===== src/rtl/mux_pkg.sv =====
// mux_pkg: shared definitions for the round-robin / explicit-select mux.
//   MODE_SEL / MODE_RR : encodings of the 1-bit mode input
//   ostate_t           : output register occupancy (EMPTY / FULL)
//   sel_w()            : width of a channel index, never less than 1
package mux_pkg;

    localparam logic MODE_SEL = 1'b0;
    localparam logic MODE_RR  = 1'b1;

    typedef enum logic {
        EMPTY = 1'b0,
        FULL  = 1'b1
    } ostate_t;

    function automatic int sel_w(input int n);
        return (n > 2) ? $clog2(n) : 1;
    endfunction

endpackage


===== src/rtl/rr_arbiter.sv =====
// rr_arbiter: grant generation for rr_mux_n.
//   clk, reset : clock, synchronous active-high reset (clears ptr)
//   mode       : MODE_SEL = explicit sel, MODE_RR = round-robin from ptr
//   sel        : explicit channel index (ignored in MODE_RR)
//   in_valid   : per-channel request
//   take       : output register can accept a word this cycle
//   grant      : one-hot (or zero) grant, independent of take
//   gnt_idx    : index of the granted channel (0 when no grant)
module rr_arbiter
    import mux_pkg::*;
#(
    parameter int CHANNELS = 4,
    parameter int SELW     = sel_w(CHANNELS)
) (
    input  logic                clk,
    input  logic                reset,
    input  logic                mode,
    input  logic [SELW-1:0]     sel,
    input  logic [CHANNELS-1:0] in_valid,
    input  logic                take,
    output logic [CHANNELS-1:0] grant,
    output logic [SELW-1:0]     gnt_idx
);

    logic [SELW-1:0] ptr;
    logic            found;
    int              idx;

    always_comb begin
        grant   = '0;
        gnt_idx = '0;
        found   = 1'b0;
        idx     = 0;
        if (mode == MODE_SEL) begin
            // Out-of-range sel simply matches no channel.
            for (int i = 0; i < CHANNELS; i++) begin
                if (int'(sel) == i && in_valid[i]) begin
                    grant[i] = 1'b1;
                    gnt_idx  = SELW'(i);
                end
            end
        end else begin
            // Search ptr, ptr+1, ... wrapping at CHANNELS (not 2^SELW).
            for (int k = 0; k < CHANNELS; k++) begin
                idx = int'(ptr) + k;
                if (idx >= CHANNELS) idx = idx - CHANNELS;
                if (!found && in_valid[idx]) begin
                    found      = 1'b1;
                    grant[idx] = 1'b1;
                    gnt_idx    = SELW'(idx);
                end
            end
        end
    end

    // ptr only moves on a round-robin transfer.
    always_ff @(posedge clk) begin
        if (reset) begin
            ptr <= '0;
        end else if (mode == MODE_RR && take && |grant) begin
            if (int'(gnt_idx) == CHANNELS - 1) ptr <= '0;
            else                               ptr <= gnt_idx + 1'b1;
        end
    end

endmodule


===== src/rtl/rr_mux_n.sv =====
// rr_mux_n: N-channel mux into a one-entry registered output with
// valid/ready handshakes on both sides.
//   clk, reset : clock, synchronous active-high reset
//   in_data    : CHANNELS*WIDTH flattened input data, channel i at [i*WIDTH +: WIDTH]
//   in_valid   : per-channel valid
//   in_ready   : per-channel ready, at most one bit set
//   mode, sel  : grant mode (explicit sel / round-robin) and explicit select
//   out_data   : registered data of the selected channel
//   out_chan   : channel index of out_data
//   out_valid  : output register holds an undelivered word
//   out_ready  : downstream accepts the word
module rr_mux_n
    import mux_pkg::*;
#(
    parameter int WIDTH    = 16,
    parameter int CHANNELS = 4,
    localparam int SELW    = sel_w(CHANNELS)
) (
    input  logic                      clk,
    input  logic                      reset,
    input  logic [CHANNELS*WIDTH-1:0] in_data,
    input  logic [CHANNELS-1:0]       in_valid,
    output logic [CHANNELS-1:0]       in_ready,
    input  logic                      mode,
    input  logic [SELW-1:0]           sel,
    output logic [WIDTH-1:0]          out_data,
    output logic [SELW-1:0]           out_chan,
    output logic                      out_valid,
    input  logic                      out_ready
);

    ostate_t             state, state_n;
    logic                load_en, take, xfer;
    logic [CHANNELS-1:0] grant;
    logic [SELW-1:0]     gnt_idx;
    logic [WIDTH-1:0]    gnt_data;

    assign out_valid = (state == FULL);
    assign load_en   = !out_valid || out_ready;
    // Reset blocks acceptance so nothing is lost in the cycle being cleared.
    assign take      = load_en && !reset;
    assign in_ready  = grant & {CHANNELS{take}};
    assign xfer      = |(in_valid & in_ready);

    rr_arbiter #(
        .CHANNELS (CHANNELS),
        .SELW     (SELW)
    ) u_arb (
        .clk      (clk),
        .reset    (reset),
        .mode     (mode),
        .sel      (sel),
        .in_valid (in_valid),
        .take     (take),
        .grant    (grant),
        .gnt_idx  (gnt_idx)
    );

    // grant is one-hot, so an AND-OR select is sufficient.
    always_comb begin
        gnt_data = '0;
        for (int i = 0; i < CHANNELS; i++) begin
            if (grant[i]) gnt_data = gnt_data | in_data[i*WIDTH +: WIDTH];
        end
    end

    always_comb begin
        state_n = state;
        case (state)
            EMPTY:   if (xfer) state_n = FULL;
            FULL:    if (xfer) state_n = FULL;
                     else if (out_ready) state_n = EMPTY;
            default: state_n = EMPTY;
        endcase
    end

    always_ff @(posedge clk) begin
        if (reset) state <= EMPTY;
        else       state <= state_n;
    end

    // Data and channel hold whenever nothing new is loaded.
    always_ff @(posedge clk) begin
        if (reset) begin
            out_data <= '0;
            out_chan <= '0;
        end else if (xfer) begin
            out_data <= gnt_data;
            out_chan <= gnt_idx;
        end
    end

endmodule


===== config.mk =====
export PLATFORM = sky130hd
export DESIGN_NAME = rr_mux_n
export DESIGN_NICKNAME = d
export VERILOG_FILES = /design/src/rtl/mux_pkg.sv /design/src/rtl/rr_arbiter.sv /design/src/rtl/rr_mux_n.sv
export SDC_FILE = /design/constraint.sdc
export NUM_CORES = 1
export LEC_CHECK = 0
export ABC_AREA = 1
export CELL_PAD_IN_SITES_DETAIL_PLACEMENT = 1
export CELL_PAD_IN_SITES_GLOBAL_PLACEMENT = 1
export CORE_ASPECT_RATIO = 1.4
export CORE_UTILIZATION = 26
export CTS_BUF_LIST = sky130_fd_sc_hd__clkbuf_2 sky130_fd_sc_hd__clkbuf_4 sky130_fd_sc_hd__clkbuf_8
export DETAILED_ROUTE_END_ITERATION = 8
export GPL_ROUTABILITY_DRIVEN = 0
export GPL_TIMING_DRIVEN = 0
export PLACE_DENSITY = 0.84
export SYNTH_ARGS = -nofsm -noshare
export SYNTH_HDL_FRONTEND = slang
export SYNTH_SLANG_ARGS = --single-unit

===== constraint.sdc =====
create_clock -name clk -period 2.84 [get_ports clk]
set_input_delay 0.568 -clock clk [delete_from_list [all_inputs] [get_ports clk]]
set_output_delay 0.568 -clock clk [all_outputs]
set_load 0.05 [all_outputs]

* Yosys cells after proc, flatten, opt, wreduce, memory -nomap -nowiden
Index checks and enable logic that the tools add are counted.
** Word-level totals
- Register bits :: 21
- Output and inout port bits :: 23
- Bits of input ports :: 74
- Logic and storage cells :: 123
** Cells by class
- Add/subtract/negate cells :: 8
- Order comparisons :: 12
- Reduce and logical (&&, ||, !) cells :: 23
- Bitwise gates (word level) :: 9
- Equality and inequality tests :: 4
- Mux-type cells :: 63
** Operators by type and width (number)
- 32-bit two-way mux :: 8
- 32-bit by 1-bit >= comparator with 1-bit output, second input constant :: 4
- 32-bit by 4-bit < comparator with 1-bit output, second input constant :: 4
- 32-bit by 4-bit >= comparator with 1-bit output, second input constant :: 3
- 32-bit by 4-bit subtractor with 32-bit output, second input constant :: 3
- 16-bit two-way mux :: 4
- 16-bit bitwise OR :: 3
- 4-bit two-way mux :: 8
- 1-bit two-way mux :: 26
- 2-bit two-way mux :: 8
- 1-bit logical AND :: 14
- 4-bit bitwise OR :: 3
- 4-bit AND :: 2
- 1-bit binary-select mux with 2-bit select :: 4
- 1-bit demux with 2-bit select :: 4
- 4-bit OR reduction :: 2
- 2-bit by 2-bit adder with 3-bit output, second input constant :: 2
- 1-bit logical NOT :: 5
- 2-bit by 1-bit equality test with 1-bit output, second input constant :: 2
- 2-bit equality test, second input constant :: 2
- 2-bit by 3-bit subtractor with 4-bit output, second input constant :: 1
- 2-bit by 1-bit adder with 3-bit output, second input constant :: 1
- 2-bit by 3-bit >= comparator with 1-bit output, second input constant :: 1
- 2-bit by 1-bit adder with 2-bit output, second input constant :: 1
- other kinds (4) :: 4

* Depth between registers and ports, before layout
- Depth in word-level cells :: 27
- Depth in mapped cells :: 17

* Hierarchy
From an unflattened synthesis, not the netlist that was laid out.
** Second synthesis, totals
- Cell total of the unflattened synthesis :: 353
- Area total of the unflattened synthesis :: 2104.5 sq um
** Modules (own cells, without submodules)
- rr_mux_n :: instances 1, area each 1267.5 sq um, cells an instance 223
- rr_arbiter :: instances 1, area each 837.1 sq um, cells an instance 130

* Worst setup path after synthesis
OpenSTA, ideal clock, no wires.
- Path kind :: register -> output
- From :: register u_arb.ptr[0]
- To :: output port in_ready[0]
- Slack :: -0.093 ns
- Arrival :: 2.365 ns
- Path buffers :: 0
- Stages on the path, launching flop included :: 12
- Data required time :: 2.272 ns
- Cells stage by stage :: dfxtp_1 inv_2 ha_1 inv_1 nand3_1 nand2_1 nand3_2 nor2_8 nand2_1 nand3_2 nand2_1 nor2_1
** On the way
- Cells in the longest elaborated chain, start to end :: 21
** RTL lines
- from (decl) :: RTL line rr_arbiter.sv:25 : logic [SELW-1:0] ptr;
- from (signal assigned) :: RTL line rr_arbiter.sv:62 : else ptr <= gnt_idx + 1'b1;
- parallel branches: the longest is 18 deep, another holds 32-bit by 4-bit subtractor with 32-bit output
- 4-bit two-way mux (*) :: RTL line rr_arbiter.sv:47 : if (!found && in_valid[idx]) begin
- 4-bit two-way mux (*) :: RTL line rr_arbiter.sv:34 : if (mode == MODE_SEL) begin
- 4-bit AND (*) :: RTL line rr_mux_n.sv:42 : assign in_ready = grant & {CHANNELS{take}};
- to (decl) :: RTL line rr_mux_n.sv:23 : output logic [CHANNELS-1:0] in_ready,
Every way passes the cells marked *. The select of a mux whose other input is x is not followed.

* Worst setup path in the final report
- From :: register u_arb.ptr[0]
- To :: output port in_ready[1]
The elaborated chain is that of the path after synthesis.

==> impl_results.html <==
<table>
<tr><th>Metric</th><th>Value</th></tr>
<tr><th colspan="2">Run status</th></tr>
<tr><td>Result of the run</td><td>finished, final reports clean</td></tr>
<tr><th colspan="2">Logic synthesis</th></tr>
<tr><td>Net count after synthesis</td><td>410</td></tr>
<tr><td>Number of instances in the synthesized netlist</td><td>331</td></tr>
<tr><td>Post-synth EDFFs</td><td>0</td></tr>
<tr><td>Total of flip-flops plus latches after synthesis</td><td>21</td></tr>
<tr><td>Simple-gate share of the synthesized area</td><td>0.5754</td></tr>
<tr><td>Combinational family with the most area after synthesis</td><td>simple AND/OR/NAND/NOR gates</td></tr>
<tr><td>Fraction of synthesized cell area in xor and xnor cells</td><td>0</td></tr>
<tr><td>Synth area leader</td><td>sky130_fd_sc_hd__nand2_1</td></tr>
<tr><td>Main area contributors after synthesis</td><td>sky130_fd_sc_hd__nand2_1, sky130_fd_sc_hd__dfxtp_1, sky130_fd_sc_hd__nor2_1, sky130_fd_sc_hd__nand4_1, sky130_fd_sc_hd__nand3_1</td></tr>
<tr><td>Arithmetic-cell share of the synthesized area counting full adders, half adders and majority gates</td><td>0.03292</td></tr>
<tr><td>Most instantiated cells after synthesis</td><td>sky130_fd_sc_hd__nand2_1, sky130_fd_sc_hd__nor2_1, sky130_fd_sc_hd__inv_1</td></tr>
<tr><td>Warnings from Yosys</td><td>0</td></tr>
<tr><td>Top-area cell type share of the netlist area</td><td>0.2587</td></tr>
<tr><td>Synthesized-area fraction occupied by ao, oa, aoi and oai cells</td><td>0.05530</td></tr>
<tr><td>Post-synthesis sequential area ratio</td><td>0.2212</td></tr>
<tr><td>Post-synth design cell area</td><td>1901 um2</td></tr>
<tr><td>Post-synthesis async set-or-reset flop share</td><td>0</td></tr>
<tr><td>Main synth FF type</td><td>sky130_fd_sc_hd__dfxtp_1</td></tr>
<tr><td>Synth cell types</td><td>27</td></tr>
<tr><td>Most repeated cell in the gate-level netlist after synthesis</td><td>sky130_fd_sc_hd__nand2_1</td></tr>
<tr><td>Multiplexer fraction of the synthesized cell area</td><td>0</td></tr>
<tr><td>Post-Synthesis Mean Instance Area</td><td>5.742 um2</td></tr>
<tr><th colspan="2">Finish</th></tr>
<tr><td>Layout cell share with drive strength beyond 1</td><td>0.1586</td></tr>
<tr><td>Antenna diodes</td><td>0</td></tr>
<tr><td>Post-synthesis to final-layout area growth</td><td>65.70%</td></tr>
<tr><td>Non-filler cells in the finished layout</td><td>530</td></tr>
<tr><td>Number of nets in the finished design</td><td>515</td></tr>
<tr><th colspan="2">Power</th></tr>
<tr><td>Clock power frac</td><td>0.123</td></tr>
<tr><td>VDD IR-drop max</td><td>0.0001925 V</td></tr>
<tr><td>Internal power</td><td>0.0008357 W</td></tr>
<tr><td>Fraction of power spent switching nets</td><td>0.4740</td></tr>
<tr><td>Share of total power in combinational logic</td><td>0.637</td></tr>
<tr><td>Leakage dissipation</td><td>1.453 nW</td></tr>
<tr><td>Net switching component of the power</td><td>0.0007532 W</td></tr>
<tr><td>Sequential power share</td><td>0.240</td></tr>
<tr><td>Overall Power</td><td>0.001589 W</td></tr>
<tr><td>P per Cell Area</td><td>504.5 nW/um2</td></tr>
<tr><th colspan="2">Worst setup path</th></tr>
<tr><td>Capture instance of the worst register-to-register path</td><td>u_arb.ptr[1]</td></tr>
<tr><td>Critical path start-end classification</td><td>reg -&gt; out</td></tr>
<tr><td>Worst path max stage delay</td><td>0.42 ns</td></tr>
<tr><td>Arrival time of data at the critical path endpoint</td><td>2.20 ns</td></tr>
<tr><td>Endpoint kind of the worst setup timing path</td><td>output pin</td></tr>
<tr><td>R2R depth</td><td>13</td></tr>
<tr><td>Worst setup slack for register-to-register paths</td><td>0.38 ns</td></tr>
<tr><td>Combined buffer and inverter count along the critical path</td><td>3</td></tr>
<tr><td>Master of the slowest instance on the critical path</td><td>sky130_fd_sc_hd__dfxtp_4</td></tr>
<tr><td>Type of element launching the critical path</td><td>flop</td></tr>
<tr><td>Worst reg2reg path startpoint</td><td>u_arb.ptr[0]</td></tr>
<tr><td>Maximum fanout along the worst path</td><td>8</td></tr>
<tr><td>Critical Path, Cell by Cell</td><td>inv_4 &gt; ha_4 &gt; inv_2 &gt; nand3_1 &gt; nand2_2 &gt; nand3_4 &gt; nor2_8 &gt; nand2_1 &gt; nand3_4 &gt; nand2_2 &gt; nor2_2 &gt; buf_6</td></tr>
<tr><td>Required time worst endpoint</td><td>2.27 ns</td></tr>
<tr><td>Top delay family on crit path</td><td>simple AND/OR/NAND/NOR gates</td></tr>
<tr><th colspan="2">Die</th></tr>
<tr><td>Starting density of the core</td><td>0.2705</td></tr>
<tr><td>Die Y-Extent</td><td>103.2 um</td></tr>
<tr><td>Horizontal die dimension</td><td>74.26 um</td></tr>
<tr><td>Full die area</td><td>7661 um2</td></tr>
<tr><td>Num rows</td><td>36</td></tr>
<tr><td>Ports placed on the boundary</td><td>97</td></tr>
<tr><td>Core ar.</td><td>7027 um2</td></tr>
<tr><th colspan="2">Global route</th></tr>
<tr><td>Overall routing resource usage</td><td>0.1976</td></tr>
<tr><td>Global-route wire length before repair</td><td>11610 um</td></tr>
<tr><td>Pin count of the biggest net entering global routing</td><td>13</td></tr>
<tr><td>Global route overflow</td><td>0</td></tr>
<tr><td>Number of global-route vias before repair</td><td>2546</td></tr>
<tr><td>Antenna violations before repair</td><td>0</td></tr>
<tr><th colspan="2">Place</th></tr>
<tr><td>Port Buffer Count</td><td>95</td></tr>
<tr><td>DPL Wire Length</td><td>6117 um</td></tr>
<tr><td>Setup Slack @ Placement</td><td>-0.8750 ns</td></tr>
<tr><td>Placed instance count</td><td>521</td></tr>
<tr><th colspan="2">Clock network</th></tr>
<tr><td>CTS Buf Count</td><td>3</td></tr>
<tr><td>Clock H-tree levels</td><td>1</td></tr>
<tr><td>Worst-skew pair later-pin latency</td><td>0.26 ns</td></tr>
<tr><td>Post-CTS clock slew at the launch and capture registers of the worst setup and hold paths</td><td>0.08 ns</td></tr>
<tr><td>TritonCTS clock tree</td><td>done</td></tr>
<tr><td>Clock tree root driver cell</td><td>sky130_fd_sc_hd__clkbuf_8</td></tr>
<tr><td>Maximum number of buffers from clock root to sink</td><td>2</td></tr>
<tr><td>Clk sinks</td><td>21</td></tr>
<tr><td>Hold-fix buffers, CTS</td><td>0</td></tr>
<tr><th colspan="2">Timing</th></tr>
<tr><td>Fraction of the cycle the final worst path needs</td><td>0.9741</td></tr>
<tr><td>Fin Setup TNS</td><td>0 ns</td></tr>
<tr><td>Worst Hold Slack</td><td>0.5025 ns</td></tr>
<tr><td>Max-slew headroom</td><td>0.6406</td></tr>
<tr><td>Clock period minus worst slack</td><td>2.766 ns</td></tr>
<tr><td>Final Worst Setup Slack</td><td>0.07356 ns</td></tr>
<tr><td>Maximum clock rate</td><td>0.3615 GHz</td></tr>
<tr><td>Final Hold Vio Count</td><td>0</td></tr>
<tr><td>Final Slew Violations</td><td>0</td></tr>
<tr><td>Slew at the pin with the worst max-slew slack</td><td>0.5375 ns</td></tr>
<tr><td>Setup violation total in the final timing report</td><td>0</td></tr>
<tr><td>Unrepaired setup endpoints after global routing</td><td>true</td></tr>
<tr><td>Worst clock skew</td><td>0.005312 ns</td></tr>
<tr><th colspan="2">Worst hold path</th></tr>
<tr><td>Hold path endpoint</td><td>out_valid</td></tr>
<tr><td>Number of instances on the worst hold path</td><td>2</td></tr>
<tr><td>Hold_sp</td><td>out_valid</td></tr>
<tr><td>Worst min-delay path category</td><td>reg -&gt; reg</td></tr>
<tr><th colspan="2">Routing</th></tr>
<tr><td>Vias</td><td>2514</td></tr>
<tr><td>Pre-Repair DR Iteration Count</td><td>4</td></tr>
<tr><td>Average wire length per cell after detail routing</td><td>13.97 um</td></tr>
<tr><td>Post-DRT Antenna Nets</td><td>0</td></tr>
<tr><td>Total Routed Length</td><td>7403 um</td></tr>
<tr><td>Mean number of vias per cell</td><td>4.743</td></tr>
<tr><td>Number of DRC markers in iteration 0</td><td>106</td></tr>
<tr><td>Count of unresolved DRC violations after routing</td><td>0</td></tr>
<tr><th colspan="2">Job</th></tr>
<tr><td>Maximum capacitance violations</td><td>0</td></tr>
</table>
metrics by stage:
| step | area [um2] | utilization |
|---|---|---|
| after floorplan | 1911 | - |
| after global placement | 2980 | 0.4241 |
| after detailed placement | 2980 | 0.4241 |
| after CTS | 3089 | 0.4396 |
| after global routing | 3149 | 0.4482 |
| final | 3149 | 0.4482 |
layout make-up:
class | count | area [um2]
fillers | 958 | 3877
clock inverters | 1 | 5.005
repair buffers | 100 | 988.4
plain buffers | 11 | 85.08
well taps | 95 | 118.9
inverters | 35 | 136.4
multi-input cells | 264 | 1346
flip-flops and latches | 21 | 427.9
clock buffers | 3 | 41.29
cells by family after synthesis:
family	Yosys count
buffers and inverters	46
DFF	21
adders and majority gates	5
and+or+nand+nor	240
AOI/OAI and AO/OA	19
state kept, by name, indices dropped and copies added (netlist names):
name / cells
out_chan: 2
out_data: 16
out_valid: 1
u_arb.ptr: 2
power groups by stage:
stage               combinational, W  clock (W)  sequential (W)
detailed placement          0.000949          0        0.000387
global route                 0.00110   0.000220        0.000389
floorplan                   0.000463          0        0.000533
finish                       0.00101   0.000195        0.000382
CTS                         0.000987   0.000205        0.000383
global placement            0.000923          0        0.000383
how the worst max path moves through the flow:
stage                 startpoint          end  slack (ns)  cells after the start
floorplan           u_arb.ptr[0]  in_ready[0]        0.13                     11
global placement     in_valid[3]  in_ready[2]       -0.83                     12
detailed placement   in_valid[3]  in_ready[0]       -0.88                     11
CTS                 u_arb.ptr[0]  in_ready[0]      -0.004                     12
global route        u_arb.ptr[0]  in_ready[1]       -0.03                     12
finish              u_arb.ptr[0]  in_ready[1]        0.07                     12
repair_timing:
action                                 in CTS  in global routing
setup endpoints to repair                   7                  4
resized for setup                          49                  5
endpoints found under the hold margin       0                  0
buffers inserted                            0                  5
pin swaps                                   1                  3
cells in the final DEF, fill, tap and decap left out, drive strengths merged, types with 6 or more instances in the layout:
cell	count
nand2	136
clkdlybuf4s50	87
nor2	52
inv	35
nand3	29
dfxtp	21
nand4	20
buf	19
o21ai	9
a21oi	6
metal layers:
metal  global-route usage  wire, um  vias to the layer above
met5                    0         0                        -
met4              0.05660       103                        0
met3              0.04106       404                       10
met2               0.4091      4273                       83
met1               0.1876      2622                     1165
li1                     -         -                     1256
worst min-delay path: cells and delay by family, from the launching register on:
family / cells / cell delay, ns
DFF: 1 / 0.32
AOI/OAI and AO/OA: 1 / 0.06
and+or+nand+nor: 1 / 0.08
Power figures use the tool's default switching activity.
